`src/rtl/mem_arb_pkg.sv`:
```
// Shared types and constants for the memory port arbiter.
package mem_arb_pkg;

  // Arbiter FSM states: idle arbitration, fetch grant, data grant.
  typedef enum logic [1:0] {
    IDLE  = 2'd0,
    GNT_I = 2'd1,
    GNT_D = 2'd2
  } arb_state_t;

  // Width of the fetch starvation counter (saturates at all-ones).
  localparam int WAIT_CNT_W = 4;

endpackage

```
`src/rtl/mem_port_arbiter.sv`:
```
// Two-requester (fetch / data) arbiter sharing one memory port.
// Data wins by default; fetch is forced through after MAX_WAIT lost rounds.
module mem_port_arbiter
  import mem_arb_pkg::*;
#(
  parameter int ADDR_W   = 32,
  parameter int DATA_W   = 32,
  parameter int MAX_WAIT = 4
) (
  input  logic              clk_i,
  input  logic              rst_i,
  input  logic              ireq_i,
  input  logic [ADDR_W-1:0] iaddr_i,
  output logic              iack_o,
  output logic [DATA_W-1:0] irdata_o,
  input  logic              dreq_i,
  input  logic              dwe_i,
  input  logic [ADDR_W-1:0] daddr_i,
  input  logic [DATA_W-1:0] dwdata_i,
  output logic              dack_o,
  output logic [DATA_W-1:0] drdata_o,
  output logic              mem_en_o,
  output logic              mem_wen_o,
  output logic [ADDR_W-1:0] mem_addr_o,
  output logic [DATA_W-1:0] mem_wdata_o,
  input  logic [DATA_W-1:0] mem_rdata_i,
  input  logic              mem_busy_i
);

  localparam logic [WAIT_CNT_W-1:0] MAX_WAIT_C = WAIT_CNT_W'(MAX_WAIT);

  arb_state_t            state_q, state_d;
  logic [WAIT_CNT_W-1:0] wait_cnt_q, wait_cnt_d;
  logic                  i_force;

  // Saturating increment: the counter sticks at all-ones instead of wrapping.
  function automatic logic [WAIT_CNT_W-1:0] sat_inc(input logic [WAIT_CNT_W-1:0] v);
    return (v == {WAIT_CNT_W{1'b1}}) ? v : v + 1'b1;
  endfunction

  // Fetch has been starved long enough that it must win this arbitration.
  assign i_force = ireq_i && (wait_cnt_q >= MAX_WAIT_C);

  // State and starvation counter registers; reset abandons any access.
  always_ff @(posedge clk_i or posedge rst_i) begin
    if (rst_i) begin
      state_q    <= IDLE;
      wait_cnt_q <= '0;
    end else begin
      state_q    <= state_d;
      wait_cnt_q <= wait_cnt_d;
    end
  end

  // Next-state, counter update and all port outputs.
  always_comb begin
    state_d     = state_q;
    wait_cnt_d  = wait_cnt_q;
    iack_o      = 1'b0;
    irdata_o    = '0;
    dack_o      = 1'b0;
    drdata_o    = '0;
    mem_en_o    = 1'b0;
    mem_wen_o   = 1'b0;
    mem_addr_o  = '0;
    mem_wdata_o = '0;

    case (state_q)
      IDLE: begin
        if (dreq_i && !i_force) begin
          state_d = GNT_D;
          if (ireq_i) wait_cnt_d = sat_inc(wait_cnt_q);
        end else if (ireq_i) begin
          state_d    = GNT_I;
          wait_cnt_d = '0;
        end
      end

      GNT_I: begin
        if (ireq_i) begin
          mem_en_o   = 1'b1;
          mem_addr_o = iaddr_i;
          if (!mem_busy_i) begin
            iack_o   = 1'b1;
            irdata_o = mem_rdata_i;
            state_d  = IDLE;
          end
        end else begin
          // Request withdrawn mid-grant: abandon silently.
          state_d = IDLE;
        end
      end

      GNT_D: begin
        if (dreq_i) begin
          mem_en_o   = 1'b1;
          mem_addr_o = daddr_i;
          if (dwe_i) begin
            // Writes commit at the edge, so busy does not hold them off.
            mem_wen_o   = 1'b1;
            mem_wdata_o = dwdata_i;
            dack_o      = 1'b1;
            state_d     = IDLE;
          end else if (!mem_busy_i) begin
            dack_o   = 1'b1;
            drdata_o = mem_rdata_i;
            state_d  = IDLE;
          end
        end else begin
          state_d = IDLE;
        end
      end

      default: state_d = IDLE;
    endcase

    if (!ireq_i) wait_cnt_d = '0;
  end

endmodule

```
`config.mk`:
```
export PLATFORM = sky130hd
export DESIGN_NAME = mem_port_arbiter
export DESIGN_NICKNAME = d
export VERILOG_FILES = /design/src/rtl/mem_arb_pkg.sv /design/src/rtl/mem_port_arbiter.sv
export SDC_FILE = /design/constraint.sdc
export NUM_CORES = 1
export LEC_CHECK = 0
export ABC_CLOCK_PERIOD_IN_PS = 4340
export BUFFER_PORTS_ARGS = -buffer_cell sky130_fd_sc_hd__buf_2
export CORE_AREA = 3 3 101 103
export CTS_CLUSTER_SIZE = 10
export DETAILED_ROUTE_END_ITERATION = 10
export DIE_AREA = 0 0 104 106
export HOLD_SLACK_MARGIN = 0.03
export PLACE_DENSITY_LB_ADDON = 0.05
export SETUP_SLACK_MARGIN = 0.4
export SYNTH_ARGS = -nofsm -noshare
export SYNTH_HDL_FRONTEND = slang
export SYNTH_SLANG_ARGS = --single-unit
```
`constraint.sdc`:
```
create_clock -name clk_i -period 4.34 [get_ports clk_i]
set_clock_uncertainty 0.15 [all_clocks]
set_input_delay 0.434 -clock clk_i [delete_from_list [all_inputs] [get_ports clk_i]]
set_output_delay 0.434 -clock clk_i [all_outputs]
set_load 0.05 [all_outputs]
```
== Word-level counts from Yosys, hierarchy flattened ==
Cells that the tools add are included.

* Add/subtract/negate cells: 1
* Magnitude comparators: 1
* Equal/unequal tests: 6
* Muxes and demuxes: 35
* Reduce and logical (&&, ||, !) cells: 5

{| class="wikitable"
|+ Operator list
! cell !! count
|-
| two-way mux 32 bit || 11
|-
| case mux 32 bit (2 select lines) || 1
|-
| two-way mux 4 bit || 4
|-
| two-way mux 2 bit || 6
|-
| two-way mux 1 bit || 11
|-
| != test 3 bit, second input constant || 2
|-
| case mux 2 bit (3 select lines) || 1
|-
| adder 4 x 1 -> 4 bit, second input constant || 1
|-
| == test 4 bit, second input constant || 1
|-
| greater-or-equal comparator 4 x 3 -> 1 bit, second input constant || 1
|-
| == test 2 x 1 -> 1 bit, second input constant || 1
|-
| == test 2 bit, second input constant || 1
|-
| logical AND 1 bit || 2
|-
| logical NOT 2 bit || 1
|-
| != test 2 x 1 -> 1 bit, second input constant || 1
|-
| case mux 1 bit (2 select lines) || 1
|-
| AND reduction 2 bit || 1
|-
| logical NOT 1 bit || 1
|}

* Register bits: 6
* Bits of input ports: 134
* Output and inout port bits: 132
* Word-level logic and storage cells: 50

== Depth between registers and ports, before layout ==
* Word-level depth: 7
* Mapped depth: 7
* Gate-level depth less buffers: 5

== Least setup slack after synthesis ==
Ideal clock, no wire load.

* Path type: reg2out
* Start: reg state_q[0]
* End: out mem_addr_o[7]
* Data arrival time: 1828 ps
* Required time: 3756 ps
* Setup slack: 1928 ps
* Stages on the path, launching flop included: 8
* Path buffers: 2
* Cells stage by stage: dfrtp_1 > inv_1 > ha_1 > and2_1 > buf_2 > buf_4 > a22oi_1 > nor2b_1

* Word-level cells in the longest chain between the ends: 2
* Elaborated cells between the ends (all ways): 3
* Those cells by class: 2 x eq/ne; 1 x mux

{| class="wikitable"
|+ Ends and longest elaborated chain
! element !! RTL line !! RTL
|-
| start, declared || mem_port_arbiter.sv:32 || <nowiki>arb_state_t state_q, state_d;</nowiki>
|-
| start signal, assigned || mem_port_arbiter.sv:50 || <nowiki>state_q <= state_d;</nowiki>
|-
| == test 2 bit or == test 2 x 1 -> 1 bit (tied branches) || mem_port_arbiter.sv:68 || <nowiki>case (state_q)</nowiki>
|-
| case mux 32 bit (2 select lines) * || mem_port_arbiter.sv:68 ||
|-
| end, declared || mem_port_arbiter.sv:24 || <nowiki>output logic [ADDR_W-1:0] mem_addr_o,</nowiki>
|}

Every way passes the cells marked *; elsewhere a longest branch is shown, timed or not.

== Worst setup path after layout ==
* Start: reg state_q[1]
* End: out irdata_o[29]

* Word-level cells in the longest chain between the ends: 2

{| class="wikitable"
|+ Ends and longest elaborated chain
! element !! RTL line !! RTL
|-
| == test 2 x 1 -> 1 bit || mem_port_arbiter.sv:68 ||
|-
| two-way mux 32 bit || mem_port_arbiter.sv:68 ||
|-
| end, declared || mem_port_arbiter.sv:15 || <nowiki>output logic [DATA_W-1:0] irdata_o,</nowiki>
|}

No other way between the ends.

==> flow_summary.ini <==
[run_status]
status = completed

[routing]
wl_per_cell_um = 13.7
ant_nets = 0
drc_errors = 0
drt-total-wl_mm = 8.31
dr.pass1.iters = 5
avgViaCountPerCell = 4.07
drtIter0Drc = 115
num_vias = 2464

[setup_path]
critPathMaxFanout = 34
required_ns = 3.76
startpoint_type = flop
critPathKind = flop to primary output
end_kind = primary output
arrival_ns = 2.15

[clock_network]
cts_made_buffers = 3
htree_levels = 1
cts_tree = built
clk_pin_slew_worst_paths_ns = 0.03
clock_tree.buffer_depth = 2
cts-root-buf = clkbuf_8
clkSinkCount = 6
postCtsSetupBuffers = 0
clk_latency_ns = 0.22

[placement]
place_congestion = 0.771
hpwlAfterDp_mm = 7.09
portBuffers = 265

[finish]
area_growth_pct = 90.6
drive_above_1_share_pct = 57.4
final_util_pct = 32.6
num_antenna_cells = 0
nets = 617

[yosys]
avgSynthCellArea_um2 = 7.09
syn_nets = 363
synth.most_common_cell = and2_1
ys_async_sr_fraction_pct = 100
seq_area_frac_synth_pct = 9.45
synthFlopType = dfrtp_1
ys_top_cells_by_count = and2_1 (99), nor2b_1 (33), a22oi_1 (32)
ys_warn_count = 0
yosysTopAreaCell = and2_1
yosysTopAreaCellShare_pct = 39.0
syn_area_um2 = 1590
ys_seq_elements = 6
netlist_instances = 224
synth.distinct_cells = 28
ys_top_cells_by_area = and2_1 (39%), a22oi_1 (15%), nor2b_1 (13%)
synth_edf_count = 0

[grt]
grt_use_total_pct = 13.5
grt_pass1_vias = 2329
grt_pass1_wl_mm = 12.4
grt_max_degree = 35
antenna_found_initial = 0
overflow = 0

[pwr]
vdd_drop_max_uv = 137
total_leakage_power_nw = 1.86
power_density_nw_per_um2 = 270

[sta]
hold_viol_final = 0
fin_crit_ns = 2.74
rsz0062_at_grt = false
finalSetupViolations = 0
slew_headroom_pct = 43.3
worst_slew_pin_slew_ns = 0.850
finalSetupTns_ns = 0
finalCritPeriodShare_pct = 63.1
max_freq_ghz = 0.365
slew_violations = 0

[floorplanning]
die_w_um = 104
ios = 266
die_area_um2 = 11000
fp.dieH_um = 106
start_util_pct = 17.1
core_area_um2 = 9280
rows = 35

[min_path]
min_path_type = primary input to flop

[job]
cap_viol_max_count = 0
==> flip-flops by register name, indices dropped and copies added (netlist names) <==
signal and flops:
state_q 2, wait_cnt_q 4
==> final timing paths <==
kind                             from             to  slack (ns)  depth (start not counted)
max in group asynchronous       rst_i     state_q[0]        3.32                          3
min reg2reg                state_q[0]     state_q[0]        0.39                          1
max                        state_q[1]   irdata_o[29]        1.60                          7
min in group asynchronous       rst_i  wait_cnt_q[1]        0.52                          3
min                            ireq_i  wait_cnt_q[0]        0.38                          2
max reg2reg                state_q[0]     state_q[1]        2.59                          5
==> layer usage <==
| layer | part of all wire, % | global-route usage (%) | vias to the layer above |
|---|---|---|---|
| met5 | 0 | 0 | - |
| met4 | 1.4 | 2.37 | 0 |
| met3 | 8.2 | 3.70 | 8 |
| met2 | 56 | 27.6 | 128 |
| met1 | 34 | 13.7 | 1079 |
| li1 | - | - | 1249 |
==> placed cells by master (no fill, tap or decap), drive strengths merged, types with 2 or more instances in the layout <==
cell type and count:
nand4 2, clkbuf 3, and2 99, nor2 2
a22oi 32, ha 5, inv 3, nand2b 3
nor2b 33, o21a 2, nand2 3, buf 268
dfrtp 6, a21boi 2
==> critical path, stage by stage (launching register included) <==
cell     delay [ns]
dfrtp_1        0.41
inv_1          0.09
ha_1           0.15
and2_1         0.12
buf_4          0.33
and2b_4        0.39
and2_1         0.17
buf_2          0.26
==> cell type report <==
cell class / instances / area [um^2]
fillers: 1096 / 6260
well taps: 129 / 161
clock buffers: 3 / 41.3
flip-flops and latches: 6 / 150
repair buffers: 269 / 1360
inverters: 3 / 11.3
multi-input cells: 195 / 1310
==> report_power, final <==
group          internal [mW]  switching, mW  total, mW  leakage (nW)
registers             0.0643        0.00793     0.0722        0.0810
clock network         0.0593         0.0207     0.0800        0.0216
logic                  0.217          0.448      0.665          1.76
total                  0.341          0.476      0.817          1.86
==> through the flow <==
step / hold WS, ns / power [mW] / cell area, um^2 / instances / setup slack [ns]
after floorplan: 0.0750 / 0.573 / 1590 / 224 / 1.93
after global placement: 0.216 / 0.745 / 2980 / 601 / 1.80
after detailed placement: 0.213 / 0.746 / 2980 / 601 / 1.77
after CTS: 0.379 / 0.831 / 3030 / 605 / 1.54
after global routing: 0.386 / 0.880 / 3030 / 605 / 1.43
final: 0.377 / 0.817 / 3030 / 605 / 1.60
==> timing repair <==
action	4_1_cts	5_1_grt
endpoints found under the hold margin	6	0
setup endpoints to repair	0	0
resized for setup	0	0
hold buffers	1	0
==> cells by family after synthesis <==
group                    count (synthesis)  synth area share (%)
AO/OA/AOI/OAI                           41                  19.4
AND/OR/NAND/NOR                        149                  58.8
buffers and inverters                   23                  8.43
adder cells (fa/ha/maj)                  5                  3.94
flip-flops                               6                  9.45
(Power assumes the default switching activity.)
